$ cat src/rtl/hazard_pkg.sv
`default_nettype none
// ============================================================================
//  Module      : hazard_pkg
//  Description : Shared types and constants for the pipeline hazard /
//                forwarding controller.
//                - forwarding-mux select encodings for the ID/EXE qa/qb muxes
//                - scoreboard entry type {valid, wreg, m2reg, dest}
//                - helpers that decide whether a stage writes a register and
//                  which forwarding source an operand should use
//  Revision    : 1.0  initial release
// ============================================================================
package hazard_pkg;

    // Forwarding select encodings (qa/qb mux in ID/EXE)
    localparam logic [1:0] FWD_RF   = 2'b00;  // register file
    localparam logic [1:0] FWD_EXE  = 2'b01;  // EXE-stage ALU result
    localparam logic [1:0] FWD_MEM  = 2'b10;  // MEM-stage ALU result
    localparam logic [1:0] FWD_LOAD = 2'b11;  // MEM-stage load data

    // Width of the destination field held in the scoreboard. The top-level
    // REG_AW must not exceed this.
    localparam int SB_AW = 5;

    localparam logic [SB_AW-1:0] REG_ZERO = '0;

    typedef struct packed {
        logic             valid;
        logic             wreg;
        logic             m2reg;
        logic [SB_AW-1:0] dest;
    } sb_entry_t;

    // A stage "writes r" only for a real, register-writing instruction whose
    // destination matches; $0 is hard-wired and never produces a dependency.
    function automatic logic sb_writes(input sb_entry_t e, input logic [SB_AW-1:0] r);
        return e.valid && e.wreg && (e.dest == r) && (r != REG_ZERO);
    endfunction

    // Forwarding source for one operand. EXE has priority over MEM. A load
    // sitting in EXE cannot be forwarded (its data is not ready yet); that
    // case is covered by the load-use stall, so it falls through to MEM.
    function automatic logic [1:0] fwd_sel(input logic             use_op,
                                           input sb_entry_t        e,
                                           input sb_entry_t        m,
                                           input logic [SB_AW-1:0] r);
        logic [1:0] sel;
        sel = FWD_RF;
        if (use_op) begin
            if (sb_writes(e, r) && !e.m2reg) begin
                sel = FWD_EXE;
            end else if (sb_writes(m, r)) begin
                sel = m.m2reg ? FWD_LOAD : FWD_MEM;
            end
        end
        return sel;
    endfunction

endpackage
`default_nettype wire

$ cat src/rtl/hazard_sb_stage.sv
`default_nettype none
// ============================================================================
//  Module      : hazard_sb_stage
//  Description : One scoreboard pipeline register (E or M stage). Captures
//                an entry every clock, or all-zero when i_bubble is high.
//                Asynchronously cleared by resetn.
//  Ports       : clk      in   pipeline clock, rising edge
//                resetn   in   asynchronous active-low reset
//                i_bubble in   1 = load an empty entry this cycle
//                i_entry  in   entry to capture
//                o_entry  out  registered entry
//  Revision    : 1.0  initial release
// ============================================================================
module hazard_sb_stage
    import hazard_pkg::*;
(
    input  logic      clk,
    input  logic      resetn,
    input  logic      i_bubble,
    input  sb_entry_t i_entry,
    output sb_entry_t o_entry
);

    sb_entry_t r_entry_q;
    sb_entry_t w_entry_d;

    always_comb begin
        w_entry_d = i_entry;
        if (i_bubble) begin
            w_entry_d = '0;
        end
    end

    always_ff @(posedge clk or negedge resetn) begin
        if (!resetn) begin
            r_entry_q <= '0;
        end else begin
            r_entry_q <= w_entry_d;
        end
    end

    assign o_entry = r_entry_q;

endmodule
`default_nettype wire

$ cat src/rtl/pipeline_hazard_ctrl.sv
`default_nettype none
// ============================================================================
//  Module      : pipeline_hazard_ctrl
//  Description : Hazard and forwarding controller for a 5-stage pipeline
//                (PC, IF/ID, ID/EXE, EXE/MEM, MEM/WB). Tracks in-flight
//                destinations (E, M) from ID decode info, stalls PC and
//                IF/ID for one cycle on a load-use hazard while bubbling
//                ID/EXE, and drives the qa/qb forwarding selects.
//  Ports       : clk, resetn          clock / async active-low reset
//                id_*                 ID-stage decode information
//                pc_we, ifid_we       write enables (0 = hold)
//                idexe_bubble         1 = NOP controls into ID/EXE
//                fwda, fwdb           forwarding selects (see hazard_pkg)
//                stall_count          saturating count of stall cycles
//                branch_taken (in), ifid_flush (out)
//                                     only with HAZARD_BRANCH_FLUSH_EN
//  Config      : HAZARD_BRANCH_FLUSH_EN - adds taken-branch flush handling
//  Revision    : 1.0  initial release
// ============================================================================
module pipeline_hazard_ctrl
    import hazard_pkg::*;
#(
    parameter int REG_AW = 5,
    parameter int CNT_W  = 16
) (
    input  logic              clk,
    input  logic              resetn,
    input  logic              id_valid,
    input  logic [REG_AW-1:0] id_rs,
    input  logic [REG_AW-1:0] id_rt,
    input  logic              id_use_rs,
    input  logic              id_use_rt,
    input  logic              id_wreg,
    input  logic              id_m2reg,
    input  logic [REG_AW-1:0] id_dest,
    output logic              pc_we,
    output logic              ifid_we,
    output logic              idexe_bubble,
    output logic [1:0]        fwda,
    output logic [1:0]        fwdb,
    output logic [CNT_W-1:0]  stall_count
`ifdef HAZARD_BRANCH_FLUSH_EN
    ,
    input  logic              branch_taken,
    output logic              ifid_flush
`endif
);

    sb_entry_t        w_e_entry;
    sb_entry_t        w_m_entry;
    sb_entry_t        w_id_entry;
    logic [SB_AW-1:0] w_rs;
    logic [SB_AW-1:0] w_rt;
    logic             w_use_rs;
    logic             w_use_rt;
    logic             w_raw_load_use;
    logic             w_load_use;
    logic             w_branch;
    logic             w_e_bubble;

    logic [CNT_W-1:0] r_stall_count_q;
    logic [CNT_W-1:0] w_stall_count_d;

`ifdef HAZARD_BRANCH_FLUSH_EN
    assign w_branch   = branch_taken;
    assign ifid_flush = branch_taken;
`else
    assign w_branch   = 1'b0;
`endif

    assign w_rs     = SB_AW'(id_rs);
    assign w_rt     = SB_AW'(id_rt);
    // An invalid ID slot reads nothing: no hazard and no forwarding.
    assign w_use_rs = id_valid & id_use_rs;
    assign w_use_rt = id_valid & id_use_rt;

    always_comb begin
        w_id_entry       = '0;
        w_id_entry.valid = id_valid;
        w_id_entry.wreg  = id_wreg;
        w_id_entry.m2reg = id_m2reg;
        w_id_entry.dest  = SB_AW'(id_dest);
    end

    // Load in EXE whose result the ID instruction needs. Combinational, so
    // an async reset that clears the scoreboard drops the stall at once.
    assign w_raw_load_use = w_e_entry.m2reg &
                            ((w_use_rs & sb_writes(w_e_entry, w_rs)) |
                             (w_use_rt & sb_writes(w_e_entry, w_rt)));

    // A taken branch squashes the ID instruction, so its dependency is moot
    // and the PC must advance to the branch target.
    assign w_load_use = w_raw_load_use & ~w_branch;

    assign pc_we        = ~w_load_use;
    assign ifid_we      = ~w_load_use;
    assign idexe_bubble = w_load_use | w_branch;

    assign fwda = fwd_sel(w_use_rs, w_e_entry, w_m_entry, w_rs);
    assign fwdb = fwd_sel(w_use_rt, w_e_entry, w_m_entry, w_rt);

    // E takes a bubble whenever ID/EXE gets NOP controls.
    assign w_e_bubble = w_load_use | w_branch | ~id_valid;

    hazard_sb_stage u_sb_e (
        .clk      (clk),
        .resetn   (resetn),
        .i_bubble (w_e_bubble),
        .i_entry  (w_id_entry),
        .o_entry  (w_e_entry)
    );

    hazard_sb_stage u_sb_m (
        .clk      (clk),
        .resetn   (resetn),
        .i_bubble (1'b0),
        .i_entry  (w_e_entry),
        .o_entry  (w_m_entry)
    );

    always_comb begin
        w_stall_count_d = r_stall_count_q;
        if (w_load_use && !(&r_stall_count_q)) begin
            w_stall_count_d = r_stall_count_q + CNT_W'(1);
        end
    end

    always_ff @(posedge clk or negedge resetn) begin
        if (!resetn) begin
            r_stall_count_q <= '0;
        end else begin
            r_stall_count_q <= w_stall_count_d;
        end
    end

    assign stall_count = r_stall_count_q;

endmodule
`default_nettype wire

$ cat config.mk
export PLATFORM = sky130hd
export DESIGN_NAME = pipeline_hazard_ctrl
export DESIGN_NICKNAME = d
export VERILOG_FILES = /design/src/rtl/hazard_pkg.sv /design/src/rtl/hazard_sb_stage.sv /design/src/rtl/pipeline_hazard_ctrl.sv
export SDC_FILE = /design/constraint.sdc
export NUM_CORES = 1
export LEC_CHECK = 0
export CAP_MARGIN = 20
export CORE_MARGIN = 8
export CORE_UTILIZATION = 40
export DETAILED_ROUTE_END_ITERATION = 16
export PLACE_DENSITY_LB_ADDON = 0.25
export SYNTH_ARGS = -nofsm -noshare
export SYNTH_HDL_FRONTEND = slang
export SYNTH_SLANG_ARGS = --single-unit
$ cat constraint.sdc
create_clock -name clk -period 2.3 [get_ports clk]
set_clock_uncertainty 0.05 [all_clocks]
set_input_delay 0.345 -clock clk [delete_from_list [all_inputs] [get_ports clk]]
set_output_delay 0.345 -clock clk [all_outputs]
set_load 0.005 [all_outputs]
==> results of run 1 <==
[cell families (layout without fill, tap and decap cells)]
| family | after synthesis | after routing | synth area share, % |
|---|---|---|---|
| flops | 32 | 32 | 50.7 |
| mux | 2 | 2 | 1.43 |
| simple gates | 65 | 65 | 23.4 |
| buf+inv | 6 | 77 | 2.14 |
| fa+ha+maj | 1 | 1 | 0.792 |
| compound gates | 10 | 10 | 4.99 |
| xor+xnor | 30 | 30 | 16.6 |
[worst max-delay path by stage]
stage / start / end / slack, ns / depth (start not counted)
final: u_sb_e.o_entry[3] / stall_count[2] / 0.03 / 9
after global routing: u_sb_e.o_entry[0] / stall_count[4] / -0.09 / 8
after CTS: u_sb_e.o_entry[0] / idexe_bubble / -0.03 / 6
after detailed placement: id_rs[4] / idexe_bubble / -0.52 / 7
after global placement: id_rs[4] / fwda[0] / -0.48 / 6
after floorplan: u_sb_e.o_entry[1] / pc_we / 0.16 / 6
[repair_timing]
| item | CTS | global route |
|---|---|---|
| gates resized for setup | 46 | 21 |
| pin swaps | 12 | 8 |
| buffers inserted | 8 | 1 |
| setup endpoints to repair | 16 | 21 |
[registers in the layout (all words and copies together), names as in the netlist]
| signal | flops |
|---|---|
| stall_count | 16 |
| u_sb_e.o_entry | 8 |
| u_sb_m.o_entry | 8 |
[metrics by stage]
step                      setup TNS [ns]  cells  hold WS [ns]  setup WS, ns
after floorplan                        0    146     -0.000591         0.162
after global placement             -6.79    251         0.325        -0.478
after detailed placement           -8.42    251         0.329        -0.517
after CTS                        -0.0590    266         0.343       -0.0253
after global routing              -0.412    267         0.370       -0.0872
final                                  0    267         0.352        0.0325
[routing by layer]
| metal | vias up | routed length [um] |
|---|---|---|
| li1 | 663 | - |
| met5 | - | 0 |
| met1 | 671 | 1650 |
| met4 | 0 | 52 |
| met3 | 6 | 349 |
| met2 | 34 | 2170 |
[power breakdown]
group / leakage (nW) / internal (mW) / switching (mW)
combinational: 0.684 / 0.0775 / 0.0610
sequential: 0.427 / 0.580 / 0.0152
clock: 0.0503 / 0.266 / 0.195
total: 1.16 / 0.923 / 0.271
[cell type report]
type,instances,share of cell area [%]
timing repair buffer,68,24.4
multi-input combinational,108,36.7
tap,50,2.51
clock buffer,7,3.87
sequential,32,32.2
inverter,2,0.302
[layout by cell type (no fill, tap or decap), types with 4 or more instances in the layout]
cell type / instances
sky130_fd_sc_hd__and3_1: 11
sky130_fd_sc_hd__buf_4: 20
sky130_fd_sc_hd__buf_6: 4
sky130_fd_sc_hd__clkbuf_8: 7
sky130_fd_sc_hd__clkdlybuf4s50_1: 26
sky130_fd_sc_hd__dfrtp_1: 32
sky130_fd_sc_hd__dlygate4sd2_1: 9
sky130_fd_sc_hd__nand2_1: 9
sky130_fd_sc_hd__nand3_1: 8
sky130_fd_sc_hd__nand4_1: 4
sky130_fd_sc_hd__nor2_1: 4
sky130_fd_sc_hd__nor3_1: 4
sky130_fd_sc_hd__xnor2_1: 10
sky130_fd_sc_hd__xor2_1: 17
[worst max-delay path: cells and delay by family, from the launching register on]
| family | cells | cell delay [ns] |
|---|---|---|
| compound gates | 2 | 0.48 |
| xor+xnor | 2 | 0.26 |
| simple gates | 2 | 0.56 |
| buf+inv | 3 | 0.43 |
| flops | 1 | 0.39 |
==> summary by stage, run 1 <==
Status
The flow ran to the end, and the final reports show no timing, DRC or antenna violations.

Worst setup path
The critical-path cell with the highest stage delay is sky130_fd_sc_hd__dfrtp_1. The cell that appears most often on the critical path is sky130_fd_sc_hd__buf_6. The data required time at the worst endpoint is 2.41 ns. The critical path is of the flop to flop type.

STA puts the critical path data arrival time at around 2.4 ns. STA classifies the critical path endpoint as a flop. Counting cells, the worst reg-to-reg path comes to 9. Of all nets on the critical path, the largest fanout is 8. In this design, the stage delay of the slowest critical-path cell is approximately 0.4 ns. The reg-to-reg setup timing slack is approximately 0.033 ns. The worst setup path is launched from a flop. In this run the critical register-to-register path is captured at stall_count[2]. The signal on the critical path passes through buf_4 -> xnor2_2 -> nand4_1 -> a2111o_1 -> o31a_2 -> buf_6 -> buf_6 -> or3b_4 -> xnor2_1. In this run the critical register-to-register path is launched from u_sb_e.o_entry[3].

Floorplan
The overall die area is 6220 um^2. In this run the horizontal extent of the chip is 78.9 um. The number of cell rows is 23. The core region is between 3000 and 4000 um^2.

Once the floorplan was initialized, standard cells occupied about two fifths of the core. The I/O pin total is 45. The height of the die is a little under 80 um.

Routing
The routed wire length is between 4000 and 5000 um. For this run, the detailed router's first-pass iteration total came to 4. The detailed-route via count is between 1000 and 1500. The via count normalized by instance count is just over 5.

Dividing the detail-routed wire length by the instance count gives around 16 um. For this block, the initial DRC count from the detailed router was 53. In the routed design, unresolved DRC markers number 0. Once detail routing completed, the nets flagged for antenna violations numbered 0.

Cells and area
The area taken by flip-flops and latches is about 800 um^2. The number of diodes is 0. The area of combinational cells with multiple inputs is slightly above 900 um^2. The fraction of layout cells with a size suffix above 1 is between 20% and 30%. The finished cells cover roughly 2500 um^2. At the end of the flow the core is filled with cells to 63.6%. Fill cells in the final layout number roughly 340. The final layout contains 240 nets.

From synthesis to final layout, the design area changed by 57.5%.

Hold path
The startpoint of the tightest hold check path is u_sb_e.o_entry[7]. The path with the worst hold slack has its endpoint at u_sb_m.o_entry[7]. The min-delay analysis places its worst path in the category flop to flop. Counting instances, the worst hold path has a depth of 0.

GRT
The global routing stage identified its most utilized layer as met2. The overall track demand over capacity in global routing is approximately 14%. The number of global-route vias before repair came to ~1500. The global routing met1 resource utilization is between 10 and 15%.

The met3 capacity usage during global routing is 6.43%. The met2 usage in global routing is 24.2%. The overall overflow remaining after global route is 0.

The initial antenna violation count is 0. Entering global routing, the biggest net connects 33 pins. The global-route wire length before repair is around 7000 um.

Power and ir drop
Summed over all cells, the static leakage comes to between 1 and 1.5 nW. The peak supply drop is ~300 uV. The cell area power density is around 480 nW/um^2. Summing internal, switching and leakage power gives between 1 and 1.5 mW.

Synth
The sequential area share after synthesis is about half. Of all cell types, the one taking the most synthesized area is sky130_fd_sc_hd__dfrtp_1. During synthesis, Yosys emitted a total of 0 warnings. In the synthesized netlist the async set-or-reset flop fraction comes to 100%. The cell with the most instances after synthesis is sky130_fd_sc_hd__dfrtp_1. The mapped cell area is around 1600 um^2. In this run, distinct cell masters in the synthesized netlist total 36. The mean instance size in the synthesized netlist is roughly 11 um^2. The flip-flop cell with the highest count after synthesis is sky130_fd_sc_hd__dfrtp_1. The number of nets in the synthesized netlist is 169. After synthesis, the cell types taking the most area are sky130_fd_sc_hd__dfrtp_1, sky130_fd_sc_hd__xor2_1, sky130_fd_sc_hd__xnor2_1, sky130_fd_sc_hd__and3_1, sky130_fd_sc_hd__nand3_1. After technology mapping, the gate count stands at 146. The synthesized design contains 0 enable-type register cells. In this run, synthesis produced a sequential element count of 32. Summed over its instances, the top area cell type makes up around half of the synthesized netlist area.

After synthesis, the most frequently instantiated cells are sky130_fd_sc_hd__dfrtp_1, sky130_fd_sc_hd__xor2_1, sky130_fd_sc_hd__xnor2_1.

Clocking
In this run the deepest clock path goes through 2 buffers. The H-tree was split into 2 levels. The clock latency at the later pin of the worst-skew pair is approximately 0.28 ns. The clock buffer count from CTS is 5.

The clock slew seen by the registers of the worst setup and hold paths is about 0.060 ns. The tree built by TritonCTS fans out to 32 sinks. TritonCTS built the clock tree. CTS placed an instance of sky130_fd_sc_hd__clkbuf_8 at the clock tree root. Hold repair after CTS inserted 0 buffers.

Timing
The pin slew with the least headroom to its limit is roughly 0.43 ns. The number of hold-slack violations in the final timing report is 0. Setup violations remaining at the end of the flow were counted as 0. In this run the tightest slew margin relative to its limit is between 70% and 80%.

The clock period minus worst slack is approximately 2.3 ns. The period utilization is approximately 99%. Derived from the worst setup path, the maximum achievable clock frequency is 441 MHz.

Setup repair after global routing could not meet its margin everywhere. The max-slew violation count came to 0.

Placed design
Routability-driven placement finished with a final weighted congestion of ~0.91. After detailed placement, the total cell area comes to approximately 2200 um^2. The number of I/O port buffers is 44.

The detailed placement HPWL is 2930 um.

Job
The total of max-cap violations is 0.
Power figures use the tool's default switching activity.
==> run 2, diff against run 1 <==
Settings changed: HOLD_SLACK_MARGIN set to 0.02, SKIP_CTS_REPAIR_TIMING set to 1.
==> summary by stage, run 2 (synthesis gave the netlist of run 1 again) <==
Status
The run finished, with violations left. The final reports fail on setup timing.

Routing
The remaining antenna violation count after routing is 0 (unchanged). The wire length per cell after detailed routing is 16.1 um (+2.0%). The detailed-route via count is 1372 (-0.15%). The DRC violation count after routing is 0 (unchanged). The number of optimization iterations in the first detailed-route pass was 4 (unchanged).

The via count normalized by instance count came to 5.18 (+0.61%). The number of violations reported at the end of detailed-routing iteration 0 was 55 (+3.8%). The routed wire length is 4270 um (+1.2%).

Timing
The max-slew violation count is 0 (unchanged). Setup repair after global routing could not meet its margin everywhere. The achievable frequency is 421 MHz (-4.5%). The final critical-path setup slack is -0.0746 ns (-0.107 ns). The clock period minus worst slack was 2.37 ns (+0.107 ns). The number of failing setup endpoints in the final timing report was 5 (+5). The number of hold-slack violations in the final timing report is 0 (unchanged). The pin slew with the least headroom to its limit is 0.433 ns (+0.00188 ns). The worst hold slack across all endpoints came to 0.341 ns (-0.0111 ns). The normalized max-slew margin came to 70.9% (-0.13 points). The aggregate negative setup slack is -0.293 ns (-0.293 ns). The period utilization was 103% (+4.7 points).

Placed design
The number of I/O port buffers is 44 (unchanged). The detailed placement HPWL is 2930 um (unchanged). The final RePlAce weighted congestion is 0.907 (unchanged). The worst slack after detailed placement is -0.517 ns (unchanged).

Power and ir drop
The overall power consumption is 1.20 mW (+0.41%). The peak supply drop is 295 uV (about the same). The leakage component of the power is 1.28 nW (+11%). The cell area power density is 477 nW/um^2 (-0.54%).

Worst setup path
The critical-path cell with the highest stage delay is sky130_fd_sc_hd__or4b_4. STA classifies the critical path startpoint as a primary input. The maximum fanout encountered on the critical timing path was 4 (-4). The largest stage delay on the critical path is 0.53 ns (+0.14 ns). The count of cell instances traversed by the critical path is 7 (-2).

The cell family with the largest share of critical-path delay is simple AND/OR/NAND/NOR gates. The number of cells on the worst reg-to-reg path is 6 (-3). The data arrival time of the critical path came to 2.49 ns (+0.11 ns).

STA classifies the critical path endpoint as a flop. The number of buffers and inverters on the critical path is 2 (-1). Walking the worst path, the cells encountered are clkdlybuf4s50_1 -> or3_4 -> a2111o_1 -> o31a_4 -> buf_6 -> or4b_4 -> xnor2_1. The category of the critical setup timing path is primary input to flop. The data required time at the worst endpoint was 2.42 ns (about the same).

Floorplan
The width of the chip is 78.9 um (unchanged). The number of cell rows is 23 (unchanged). The I/O pin total came to 45 (unchanged).

The height of the die is 78.9 um (unchanged). The area of the core is 3910 um^2 (unchanged). The overall die area was 6220 um^2 (unchanged). The initial core utilization is 40.4% (unchanged).

Clocking
The clock buffer count from CTS was 5 (unchanged). The clock latency at the later pin of the worst-skew pair was 0.28 ns (about the same). The clock slew seen by the registers of the worst setup and hold paths is 0.06 ns (about the same).

The clock tree from TritonCTS is done. The maximum level of the CTS H-tree is 2 (unchanged). The deepest clock path buffer count is 2 (unchanged). The number of sinks on the clock net is 32 (unchanged). The tree is rooted in a sky130_fd_sc_hd__clkbuf_8.

Hold path
In this run the worst hold path is classified as flop to flop. The number of instances on the worst hold path came to 0 (unchanged).

GRT
The pin count of the biggest net entering global routing is 33 (unchanged). The overall track demand over capacity in global routing is 13.2% (-0.86 points). The global-route wire length before repair is 6580 um (-5.8%). The initial antenna violation count was 0 (unchanged). The number of global-route vias before repair came to 1411 (-2.8%). The overall overflow remaining after global route came to 0 (unchanged).

Cells and area
The final core area utilization is 64.2% (+0.61 points). The synthesis-to-finish area growth is 59.0%. The top cell types in the final layout, fill and taps aside, are sky130_fd_sc_hd__dfrtp_1, sky130_fd_sc_hd__clkdlybuf4s50_1, sky130_fd_sc_hd__buf_4.

The net count of the finished layout is 238 (-0.83%). The number of flip-flops in the largest register is 16 (unchanged). The number of diodes was 0 (unchanged). The library cell used most frequently in the layout, excluding fill and tap cells, is sky130_fd_sc_hd__dfrtp_1.

The fraction of layout cells with a size suffix above 1 is 25.6% (-2.5 points).

Job
The total of max-cap violations is 0 (unchanged).
run 2: area by class of cell:
| cell class | instances | area, um^2 |
|---|---|---|
| Fill cell | 327 | 1400 |
| Tap cell | 50 | 62.6 |
| Sequential cell | 32 | 801 |
| Timing Repair Buffer | 66 | 648 |
| Inverter | 2 | 7.51 |
| Clock buffer | 7 | 96.3 |
| Multi-Input combinational cell | 108 | 897 |
run 2: per-layer routing:
| metal | track usage, % | wire length, um | up-vias |
|---|---|---|---|
| met1 | 14.0 | 1640 | 662 |
| li1 | - | - | 657 |
| met5 | 0 | 0 | - |
| met2 | 22.2 | 2190 | 45 |
| met4 | 5.19 | 84 | 0 |
| met3 | 6.43 | 350 | 8 |
run 2: metrics by stage:
stage | cells | area [um^2]
final | 265 | 2510
after CTS | 258 | 2270
after floorplan | 146 | 1580
after global placement | 251 | 2170
after detailed placement | 251 | 2170
after global routing | 265 | 2510
run 2: power breakdown:
| group | internal [mW] | switching [mW] |
|---|---|---|
| Combinational | 0.0817 | 0.0591 |
| Clock | 0.266 | 0.197 |
| Sequential | 0.580 | 0.0151 |
run 2: final timing paths:
check / from / endpoint / slack (ns)
max in group asynchronous: resetn / stall_count[1] / 1.51
min in group asynchronous: resetn / stall_count[12] / 0.40
hold reg to reg: u_sb_e.o_entry[5] / u_sb_m.o_entry[5] / 0.34
hold / removal: u_sb_e.o_entry[5] / u_sb_m.o_entry[5] / 0.34
setup / recovery: id_rt[1] / stall_count[7] / -0.07
setup reg to reg: u_sb_e.o_entry[1] / stall_count[7] / -0.05
run 2: worst reg2reg max path: stages, from the launching register on:
cell and delay, ns:
sky130_fd_sc_hd__dfrtp_1 0.42, sky130_fd_sc_hd__or3_4 0.40, sky130_fd_sc_hd__a2111o_1 0.43, sky130_fd_sc_hd__o31a_4 0.13, sky130_fd_sc_hd__buf_6 0.14, sky130_fd_sc_hd__or4b_4 0.53
sky130_fd_sc_hd__xnor2_1 0.13
==> run 3, diff against run 2 <==
Settings changed: TNS_END_PERCENT set to 5.
==> summary by stage, run 3 (synthesis gave the netlist of run 1 again) <==
Status
The flow ran to the end, but the final reports show violations. The checks that failed: setup timing.

Job
The total of max-cap violations is 0 (unchanged).

Floorplan
The area of the core is 3910 um^2 (unchanged). The overall die area is 6220 um^2 (unchanged). The number of cell rows is 23 (unchanged). The initial core utilization is 40.4% (unchanged). The width of the chip is 78.9 um (unchanged).

The I/O pin total is 45 (unchanged). The height of the die came to 78.9 um (unchanged).

Power and ir drop
The sequential share of power is 49.9% (+0.3 points). The leakage component of the power is 1.27 nW (-1.0%). The peak supply drop is 296 uV (+0.40%). The fraction of power spent switching nets is 22.4% (-0.29 points). The power share of the clock group is 38.4% (-0.3 points).

The internal portion of total power is 925 uW (-0.24%). The cell area power density is 485 nW/um^2 (+1.6%). The power share of the combinational group is 11.6% (about the same). The net switching power is 266 uW (-1.9%).

Worst setup path
The number of buffers and inverters on the critical path is 2 (unchanged). The worst setup path is captured at a flop. The category of the critical setup timing path is primary input to flop.

The largest stage delay on the critical path came to 0.53 ns (about the same). The data arrival time of the critical path is 2.51 ns (+0.02 ns). The data required time at the worst endpoint is 2.41 ns (about the same). The type of origin of the critical path is a primary input.

The critical path goes through clkdlybuf4s50_1 -> or3_4 -> a2111o_1 -> o31a_4 -> buf_4 -> or4b_4 -> xnor2_1. The kind of cell with the highest combined delay along the critical path is simple AND/OR/NAND/NOR gates. The critical-path cell with the highest stage delay is sky130_fd_sc_hd__or4b_4. The maximum fanout encountered on the critical timing path is 7 (+3).

Timing
The normalized max-slew margin is 59.8% (-11 points). The number of hold-slack violations in the final timing report is 0 (unchanged). The number of failing setup endpoints in the final timing report is 5 (unchanged). The max-slew violation count is 0 (unchanged). The worst hold slack across all endpoints is 0.341 ns (-0.0000860 ns). The final critical-path setup slack is -0.0967 ns (-0.0221 ns). The period utilization is 104% (+0.96 points). The clock period minus worst slack came to 2.40 ns (+0.0221 ns). The achievable frequency was 417 MHz (-0.92%). The pin slew with the least headroom to its limit is 0.600 ns (+0.167 ns).

Setup repair after global routing could not meet its margin everywhere.

GRT
The initial antenna violation count was 0 (unchanged). The overall track demand over capacity in global routing is 13.2% (unchanged). The number of global-route vias before repair came to 1411 (unchanged). The global-route wire length before repair is 6580 um (unchanged).

The pin count of the biggest net entering global routing is 33 (unchanged). The overall overflow remaining after global route is 0 (unchanged).

Cells and area
The area of combinational cells with multiple inputs came to 871 um^2 (-2.9%). In the layout the commonest cells are sky130_fd_sc_hd__dfrtp_1, sky130_fd_sc_hd__clkdlybuf4s50_1, sky130_fd_sc_hd__buf_4. The final-layout fill cell count is 339 (+3.7%).

The synthesis-to-finish area growth is 55.6%. The net count of the finished layout came to 235 (-1.3%). The area taken by flip-flops and latches is 801 um^2 (unchanged). The fraction of layout cells with a size suffix above 1 was 21.2% (-4.4 points). The final core area utilization came to 62.8% (-1.4 points). The number of diodes is 0 (unchanged). The number of flip-flops in the largest register is 16 (unchanged). The most frequent standard cell in the layout excluding fill and tap cells is sky130_fd_sc_hd__dfrtp_1.

Routing
The wire length per cell after detailed routing is 15.9 um (-1.3%). The number of optimization iterations in the first detailed-route pass is 4 (unchanged). The via count normalized by instance count is 5.07 (-2.1%). The remaining antenna violation count after routing was 0 (unchanged). The detailed-route via count is 1328 (-3.2%). The DRC violation count after routing is 0 (unchanged).

The number of violations reported at the end of detailed-routing iteration 0 came to 57 (+3.6%). The routed wire length was 4170 um (-2.4%).

Hold path
The worst min-delay path category is flop to flop.

Placed design
The detailed placement HPWL is 2930 um (unchanged). The number of I/O port buffers is 44 (unchanged). The final RePlAce weighted congestion is 0.907 (unchanged). The worst slack after detailed placement is -0.517 ns (unchanged).

Clocking
The clock buffer count from CTS came to 5 (unchanged). The clock latency at the later pin of the worst-skew pair is 0.28 ns (about the same). The deepest clock path buffer count is 2 (unchanged). The number of sinks on the clock net was 32 (unchanged). The maximum level of the CTS H-tree is 2 (unchanged). The clock root buffer is sky130_fd_sc_hd__clkbuf_8. The clock tree from TritonCTS is done. The clock slew seen by the registers of the worst setup and hold paths was 0.06 ns (about the same).
## run 3: changes by cell type in the layout (fill, tap and decap cells not counted), sizes merged
| cell | delta |
|---|---|
| buf | -4 |
| dlymetal6s2s | +2 |
| clkbuf | -1 |
## run 3: routing by layer
layer	global-route usage (%)	wire length, um	vias up
met5	0	0	-
met4	5.19	52	0
met3	6.43	310	6
met2	22.2	2150	34
met1	14.0	1650	641
li1	-	-	647
## run 3: worst paths after layout
path,startpoint,end,slack [ns],depth (start not counted)
setup / recovery,id_rt[1],stall_count[7],-0.1,7
hold / removal,u_sb_e.o_entry[5],u_sb_m.o_entry[5],0.34,0
setup reg to reg,u_sb_e.o_entry[0],stall_count[7],-0.08,7
hold reg to reg,u_sb_e.o_entry[5],u_sb_m.o_entry[5],0.34,0
max in group asynchronous,resetn,u_sb_m.o_entry[5],1.51,2
min in group asynchronous,resetn,stall_count[13],0.40,2
## run 3: through the flow
stage	cell area, um^2	TNS [ns]	std cells	power, mW
after floorplan	1580	0	146	0.644
final	2460	-0.359	262	1.19
after global placement	2170	-6.79	251	0.726
after global routing	2460	-1.55	262	1.25
after CTS	2270	-4.03	258	1.20
after detailed placement	2170	-8.42	251	0.730
## run 3: power groups by stage
| stage | clock [mW] | combinational [mW] | sequential, mW |
|---|---|---|---|
| after floorplan | 0 | 0.0412 | 0.603 |
| final | 0.458 | 0.138 | 0.595 |
| after global routing | 0.501 | 0.151 | 0.598 |
| after detailed placement | 0 | 0.124 | 0.605 |
| after CTS | 0.474 | 0.126 | 0.595 |
| after global placement | 0 | 0.122 | 0.605 |
## run 3: layout make-up
class                      count  area share [%]
clock buffer                   7            3.92
inverter                       2           0.305
multi-input combinational    108            35.4
sequential                    32            32.6
tap                           50            2.54
timing repair buffer          63            25.2
